[config.mk]
export PLATFORM = sky130hd
export DESIGN_NAME = axil_reg_slice
export DESIGN_NICKNAME = d
export VERILOG_FILES = /design/src/rtl/axil_pkg.sv /design/src/rtl/axil_skid_buffer.sv /design/src/rtl/axil_reg_slice.sv
export SDC_FILE = /design/constraint.sdc
export NUM_CORES = 1
export LEC_CHECK = 0
export ABC_AREA = 1
export CORE_ASPECT_RATIO = 1.5
export CORE_MARGIN = 3
export CORE_UTILIZATION = 50
export CTS_CLUSTER_SIZE = 10
export DETAILED_ROUTE_END_ITERATION = 6
export PLACE_DENSITY_LB_ADDON = 0.12
export SLEW_MARGIN = 0
export SYNTH_ARGS = -nofsm -noshare
export SYNTH_HDL_FRONTEND = slang
export SYNTH_SLANG_ARGS = --single-unit
[constraint.sdc]
create_clock -name clk -period 1.4 [get_ports clk]
set_clock_uncertainty 0.2 [all_clocks]
set_input_delay 0.35 -clock clk [delete_from_list [all_inputs] [get_ports clk]]
set_output_delay 0.35 -clock clk [all_outputs]
set_load 0.01 [all_outputs]
[src/rtl/axil_pkg.sv]
// Shared AXI4-Lite types and constants for the register slice and its skid buffers.
package axil_pkg;

  typedef enum logic [1:0] {
    OKAY   = 2'd0,
    EXOKAY = 2'd1,
    SLVERR = 2'd2,
    DECERR = 2'd3
  } resp_t;

  localparam int PROT_W = 3;
  localparam int RESP_W = 2;

  // Bit positions of each channel inside the REG_EN slice-enable vector.
  localparam int REG_AW = 0;
  localparam int REG_W  = 1;
  localparam int REG_B  = 2;
  localparam int REG_AR = 3;
  localparam int REG_R  = 4;

endpackage

[src/rtl/axil_skid_buffer.sv]
// Single-channel valid/ready slice: 2-entry skid buffer when REG=1, plain wires when REG=0.
module axil_skid_buffer
  import axil_pkg::*;
#(
  parameter int WIDTH = 32,
  parameter bit REG   = 1'b1
) (
  input  logic             clk,
  input  logic             rst_n,
  input  logic             i_in_valid,
  output logic             o_in_ready,
  input  logic [WIDTH-1:0] i_in_data,
  output logic             o_out_valid,
  input  logic             i_out_ready,
  output logic [WIDTH-1:0] o_out_data
);

  if (REG) begin : g_reg
    logic             r_out_valid;
    logic             r_skid_valid;
    logic             r_in_ready;
    logic [WIDTH-1:0] r_out_data;
    logic [WIDTH-1:0] r_skid_data;
    logic             w_in_fire;
    logic             w_out_free;

    assign w_in_fire  = i_in_valid & r_in_ready;
    // Output register may take a new beat when empty or being accepted this cycle.
    assign w_out_free = !r_out_valid | i_out_ready;

    // NOTE: sequential state uses non-blocking assignments so every register samples
    // pre-edge values; payload registers are reset too, so nothing stale is visible.
    always_ff @(posedge clk or negedge rst_n) begin
      if (!rst_n) begin
        r_out_valid  <= 1'b0;
        r_skid_valid <= 1'b0;
        r_in_ready   <= 1'b0;
        r_out_data   <= '0;
        r_skid_data  <= '0;
      end else if (w_out_free) begin
        r_in_ready <= 1'b1;
        if (r_skid_valid) begin
          // FULL draining: skid entry moves forward; source is stalled this cycle.
          r_out_valid  <= 1'b1;
          r_out_data   <= r_skid_data;
          r_skid_valid <= 1'b0;
        end else begin
          r_out_valid <= w_in_fire;
          if (w_in_fire) r_out_data <= i_in_data;
        end
      end else if (w_in_fire) begin
        // ONE with sink stalled: park the beat and drop ready from the next cycle.
        r_skid_valid <= 1'b1;
        r_skid_data  <= i_in_data;
        r_in_ready   <= 1'b0;
      end
    end

    assign o_in_ready  = r_in_ready;
    assign o_out_valid = r_out_valid;
    assign o_out_data  = r_out_data;
  end else begin : g_bypass
    assign o_in_ready  = i_out_ready;
    assign o_out_valid = i_in_valid;
    assign o_out_data  = i_in_data;
  end

endmodule

[src/rtl/axil_reg_slice.sv]
// AXI4-Lite register slice: five independent per-channel skid buffers between master and slave.
module axil_reg_slice
  import axil_pkg::*;
#(
  parameter int         ADDR_W = 32,
  parameter int         DATA_W = 32,
  parameter logic [4:0] REG_EN = 5'b11111
) (
  input  logic                clk,
  input  logic                rst_n,
  // master side
  input  logic [ADDR_W-1:0]   m_awaddr,
  input  logic [PROT_W-1:0]   m_awprot,
  input  logic                m_awvalid,
  output logic                m_awready,
  input  logic [DATA_W-1:0]   m_wdata,
  input  logic [DATA_W/8-1:0] m_wstrb,
  input  logic                m_wvalid,
  output logic                m_wready,
  output logic [RESP_W-1:0]   m_bresp,
  output logic                m_bvalid,
  input  logic                m_bready,
  input  logic [ADDR_W-1:0]   m_araddr,
  input  logic [PROT_W-1:0]   m_arprot,
  input  logic                m_arvalid,
  output logic                m_arready,
  output logic [DATA_W-1:0]   m_rdata,
  output logic [RESP_W-1:0]   m_rresp,
  output logic                m_rvalid,
  input  logic                m_rready,
  // slave side
  output logic [ADDR_W-1:0]   s_awaddr,
  output logic [PROT_W-1:0]   s_awprot,
  output logic                s_awvalid,
  input  logic                s_awready,
  output logic [DATA_W-1:0]   s_wdata,
  output logic [DATA_W/8-1:0] s_wstrb,
  output logic                s_wvalid,
  input  logic                s_wready,
  input  logic [RESP_W-1:0]   s_bresp,
  input  logic                s_bvalid,
  output logic                s_bready,
  output logic [ADDR_W-1:0]   s_araddr,
  output logic [PROT_W-1:0]   s_arprot,
  output logic                s_arvalid,
  input  logic                s_arready,
  input  logic [DATA_W-1:0]   s_rdata,
  input  logic [RESP_W-1:0]   s_rresp,
  input  logic                s_rvalid,
  output logic                s_rready
);

  localparam int A_W = ADDR_W + PROT_W;
  localparam int W_W = DATA_W + DATA_W / 8;
  localparam int R_W = DATA_W + RESP_W;

  logic [A_W-1:0] w_aw_out;
  logic [W_W-1:0] w_w_out;
  logic [A_W-1:0] w_ar_out;
  logic [R_W-1:0] w_r_out;

  axil_skid_buffer #(.WIDTH(A_W), .REG(REG_EN[REG_AW])) u_aw (
    .clk(clk), .rst_n(rst_n),
    .i_in_valid(m_awvalid), .o_in_ready(m_awready), .i_in_data({m_awprot, m_awaddr}),
    .o_out_valid(s_awvalid), .i_out_ready(s_awready), .o_out_data(w_aw_out)
  );

  axil_skid_buffer #(.WIDTH(W_W), .REG(REG_EN[REG_W])) u_w (
    .clk(clk), .rst_n(rst_n),
    .i_in_valid(m_wvalid), .o_in_ready(m_wready), .i_in_data({m_wstrb, m_wdata}),
    .o_out_valid(s_wvalid), .i_out_ready(s_wready), .o_out_data(w_w_out)
  );

  // Response channels flow slave -> master.
  axil_skid_buffer #(.WIDTH(RESP_W), .REG(REG_EN[REG_B])) u_b (
    .clk(clk), .rst_n(rst_n),
    .i_in_valid(s_bvalid), .o_in_ready(s_bready), .i_in_data(s_bresp),
    .o_out_valid(m_bvalid), .i_out_ready(m_bready), .o_out_data(m_bresp)
  );

  axil_skid_buffer #(.WIDTH(A_W), .REG(REG_EN[REG_AR])) u_ar (
    .clk(clk), .rst_n(rst_n),
    .i_in_valid(m_arvalid), .o_in_ready(m_arready), .i_in_data({m_arprot, m_araddr}),
    .o_out_valid(s_arvalid), .i_out_ready(s_arready), .o_out_data(w_ar_out)
  );

  axil_skid_buffer #(.WIDTH(R_W), .REG(REG_EN[REG_R])) u_r (
    .clk(clk), .rst_n(rst_n),
    .i_in_valid(s_rvalid), .o_in_ready(s_rready), .i_in_data({s_rresp, s_rdata}),
    .o_out_valid(m_rvalid), .i_out_ready(m_rready), .o_out_data(w_r_out)
  );

  assign {s_awprot, s_awaddr} = w_aw_out;
  assign {s_wstrb, s_wdata}   = w_w_out;
  assign {s_arprot, s_araddr} = w_ar_out;
  assign {m_rresp, m_rdata}   = w_r_out;

endmodule

# --- Yosys cells after proc, flatten, opt, wreduce, memory -nomap -nowiden ---
# Index checks and enable logic that the tools add are counted.
totals:
  register_bits: 299
  latch_bits: 0
  ram_bits: 0
  mem_bits_ro: 0
  in_bits: 154
  wordCells: 100
  mem_count: 0
op_classes:
  n_addsub: 0
  multipliers: 0
  div_mod_pow: 0
  magnitude_cmp: 0
  eq_ne: 0
  n_shift: 0
  muxes: 35
  n_bitwise: 15
  reduce_logical: 25
ops:
  columns: ["cell", "n"]
  rows:
  - ["two-way mux 35 bit", 4]
  - ["two-way mux 36 bit", 2]
  - ["two-way mux 34 bit", 2]
  - ["two-way mux 1 bit", 25]
  - ["AND reduction 2 bit", 10]
  - ["nonzero test 2 bit", 10]
  - ["AND 1 bit", 5]
  - ["zero test 1 bit", 5]
  - ["inverter 1 bit", 5]
  - ["bitwise OR 1 bit", 5]
  - ["two-way mux 2 bit", 2]

# --- Depth between registers and ports, before layout ---
depth:
  ltp_word: 4
  ltp_mapped: 8
  mapped_depth_nobuf: 5

# --- Modules after synthesis ---
# Synthesis repeated with hierarchy kept, for this count alone.
unflattened:
  hier_cells: 1727
  area_unflattened_um2: 13810.7
modules_own_cells:
  columns: ["module", "n_inst", "cells_per_inst", "area_each_um2"]
  rows:
  - ["axil_skid_buffer (u_ar ...)", 2, 422, 3359.5]
  - ["axil_skid_buffer (u_w)", 1, 434, 3495.9]
  - ["axil_skid_buffer (u_r)", 1, 411, 3278.1]
  - ["axil_skid_buffer (u_b)", 1, 38, 317.8]

# --- Worst setup path before layout ---
# Ideal clock, no wire load.
synth_timing:
  kind: "flip-flop to flip-flop"
  start: "reg u_w.g_reg.r_in_ready, in the netlist u_w.o_in_ready"
  end: "reg u_w.g_reg.r_out_data[10], in the netlist u_w.o_out_data[10]"
  arrival_time_ns: 1.006
  setup_slack_ns: 0.076
  path_stages_with_launch: 7
  path_buffers: 1
  path_cell_list: "dfrtp_1 > nand2_4 > nand2_8 > nand2_4 > buf_6 > nand2_1 > nand2_1"
synth_via:
  elab_chain_cells: 3
synth_lines:
  columns: ["item", "line", "source"]
  rows:
  - ["start: declaration", "axil_skid_buffer.sv:21", "logic r_in_ready;"]
  - ["start signal: assignment", "axil_skid_buffer.sv:37", "r_in_ready <= 1'b0;"]
  - ["start signal: assignment", "axil_skid_buffer.sv:41", "r_in_ready <= 1'b1;"]
  - ["start signal: assignment", "axil_skid_buffer.sv:55", "r_in_ready <= 1'b0;"]
  - ["AND 1 bit", "axil_skid_buffer.sv:27", "assign w_in_fire = i_in_valid & r_in_ready;"]
  - ["nonzero test 2 bit (no line)", null, null]
  - ["AND reduction 2 bit (no line)", null, null]
  - ["end signal: assignment", "axil_skid_buffer.sv:45", "r_out_data <= r_skid_data;"]
  - ["end signal: assignment", "axil_skid_buffer.sv:49", "if (w_in_fire) r_out_data <= i_in_data;"]
  - ["end: declaration", "axil_skid_buffer.sv:22", "logic [WIDTH-1:0] r_out_data;"]
# Every way passes these cells.
# A chain may end at the register's enable or synchronous reset.

# --- Worst setup path in the final report ---
layout_timing:
  start: "reg u_w.g_reg.r_out_data[7], in the netlist u_w.o_out_data[7]"
  end: "out s_wdata[7]"
layout_rtl:
  columns: ["item", "line", "source"]
  rows:
  - ["end: declaration", "axil_reg_slice.sv:36", "output logic [DATA_W-1:0] s_wdata,"]
# No word-level cell between the ends.

==> out/metrics.cfg <==
[layout]
final_common_cell = nand2_1
final_area_mm2 = 0.0208
layout_common_cells = nand2_1 (985), dfrtp_1 (298), buf_4 (187), clkdlybuf4s50_1 (151), nand3_1 (137)
areaGrowthSynthToFinish_pct = 52.5
drive_gt1_share_pct = 29.4
layout.nets = 2408

[clocking]
path_clk_slew_ns = 0.05
cts_buffers = 35
cts_max_level = 2
cts_sinks = 299
cts_tree = built
clock_latency_ns = 0.51
cts_root_buf = clkbuf_16
cts_max_path_buffers = 3

[sta]
setup_viol = 291
whs_ns = 0.119
hold_violations = 0
fmax_ghz = 0.607
tightest_slew_ns = 0.334
fin_tns_setup_ns = -38.76
fin_ws_ns = -0.247
post-route-period-util_pct = 118
final_max_slew_viol_count = 0
rsz0062_at_grt = true
slew_headroom_pct = 77.6
fin_crit_ns = 1.65

[die]
rows = 73
initial_core_util_pct = 51.1
die_h_um = 208
core_mm2 = 0.0267
die_area_mm2 = 0.0293
ios = 306
die_w_um = 141

[yosys]
synth_seq_cells = 299
synth_cell_types = 23
synth_area_per_cell_um2 = 7.89
synth_nets = 1880
yosysWarnings = 0
synthesis.area_mm2 = 0.0136
syn-instance-count = 1726
ys_seq_area_share_pct = 54.9

[critical_path]
path_cells = buf_2
critical-path-slowest-cell = dfrtp_1
crit_path_max_incr_delay_ns = 0.42
crit_path_end_kind = primary output
start_kind = flop
worstPathRequired_ns = 0.85
ff2ff_path_depth = 6
crit_arrival_ns = 1.10
cp_num_cells = 1
critPathMaxFanout = 2
setup.worst_path.class = flop to primary output
critPathTopFamily = flip-flops
critical_path_buf_inv_count = 1

[run_status]
violations = negative setup slack
status = complete, but fails checks

[power]
switching_share_pct = 33.4
powerDensity_mw_per_mm2 = 1580
pwr-share-comb_pct = 36.0
p_leak_nw = 11.4
pwr-share-seq_pct = 39.8
intPower_mw = 21.9
p_clk_share_pct = 24.2
peakVddDrop_mv = 1.59
power.switching_mw = 11.0

[placed_design]
place_area_mm2 = 0.0179
portBuffers = 305
place.gp.congestion = 0.862
dpl.hpwl_um = 26500

[drt]
drt_first_iter_violations = 1180
drtPass1Iterations = 5
drtAntennaViolNets = 0
via_per_inst = 5.34
drc = 0
post_drt_wl_per_cell_um = 17.8
routed_wl_um = 46200
num_vias = 13800

[global_routing]
gr-total-overflow = 0
grt_usage_pct = 27.0
grt_max_degree = 58
antenna_found_initial = 1
grt_pass1_wl_um = 65400
grt_pass1_vias = 13300

[worst_hold_path]
hold_class = primary input to async pin

[flow_run]
max_cap_viol_count = 0

## metrics by stage
step | instances | total power [mW] | setup slack [ns] | utilization [%]
6_report | 2594 | 32.8 | -0.247 | 77.9
5_1_grt | 2593 | 34.6 | -0.274 | 77.9
4_1_cts | 2506 | 30.3 | -0.255 | 70.3
3_5_place_dp | 2413 | 22.5 | -0.414 | 67.1
3_3_place_gp | 2413 | 22.2 | -0.378 | 67.1
2_1_floorplan | 1726 | 17.0 | 0.0763 | -
## metal layers
metal / vias to the layer above / track usage (%) / part of all wire [%]
met4: 0 / 11.0 / 5.0
met5: - / 0 / 0
met1: 6641 / 32.9 / 36
met3: 166 / 5.56 / 8.1
li1: 6368 / - / -
met2: 670 / 46.6 / 51
## area by class of cell
type	instances	area, um^2
Sequential cell	299	7480
Multi-Input combinational cell	1326	6230
Fill cell	1743	5900
Timing Repair Buffer	581	5640
Clock buffer	38	930
Tap cell	337	422
Inverter	11	58.8
Antenna cell	2	5.00
## worst register-to-register path: stages, from the launching register on
cell,delay [ns]
dfrtp_1,0.37
buf_6,0.14
buf_6,0.10
nand4_4,0.22
clkbuf_16,0.28
nand2_4,0.06
nand2_2,0.06
## cell usage after synthesis, drive strengths merged
cell / instances / share of area, %
nand2: 1161 / 33
clkbuf: 3 / 0.083
o21bai: 1 / 0.055
a21o: 4 / 0.22
a21oi: 5 / 0.18
nand3: 142 / 5.2
nand4: 5 / 0.41
inv: 11 / 0.39
buf: 90 / 4.9
nor2: 5 / 0.49
dfrtp: 299 / 55
## power groups by stage
stage / clock [mW] / sequential, mW / combinational [mW]
after CTS: 8.08 / 12.8 / 9.46
after detailed placement: 0 / 12.9 / 9.64
final: 7.96 / 13.1 / 11.8
after global placement: 0 / 12.8 / 9.39
after global routing: 8.40 / 13.3 / 12.8
after floorplan: 0 / 13.2 / 3.84
## what timing repair did
item / CTS / global route
pin swaps: 6 / 77
endpoints found under the hold margin: 299 / 0
resized for setup: 665 / 250
cloned: 1 / 33
setup endpoints to repair: 213 / 325
setup buffers: 55 / 55
hold buffers: 1 / 0
## state kept, by name, indices dropped and copies added (netlist names), 2 cells and up
| signal | cells |
|---|---|
| u_aw.g_reg.r_skid_data | 35 |
| u_ar.g_reg.r_skid_data | 35 |
| u_b.g_reg.r_skid_data | 2 |
| u_w.o_out_data | 36 |
| u_aw.o_out_data | 35 |
| u_r.o_out_data | 34 |
| u_w.g_reg.r_skid_data | 36 |
| u_ar.o_out_data | 35 |
| u_b.o_out_data | 2 |
| u_r.g_reg.r_skid_data | 34 |
## cells by family after synthesis
| family | count (synthesis) | synth area share, % |
|---|---|---|
| buffers and inverters | 104 | 5.39 |
| AOI/OAI and AO/OA | 10 | 0.459 |
| DFF | 299 | 54.9 |
| and+or+nand+nor | 1313 | 39.2 |
## worst paths after layout
kind	from	end	slack, ns
min	rst_n	u_aw.o_out_data[34]$_DFFE_PN0P_	0.12
min in group clk	m_awvalid	u_aw.o_in_ready$_DFFE_PN0P_	0.17
max	u_w.o_out_data[7]$_DFFE_PN0P_	s_wdata[7]	-0.25
min reg2reg	u_r.g_reg.r_skid_data[31]$_DFFE_PN0P_	u_r.g_reg.r_skid_data[31]$_DFFE_PN0P_	0.27
max reg2reg	u_ar.o_in_ready$_DFFE_PN0P_	u_ar.g_reg.r_skid_data[34]$_DFFE_PN0P_	-0.13
max in group asynchronous	rst_n	u_ar.o_out_data[24]$_DFFE_PN0P_	0.25
Power figures use the tool's default switching activity.
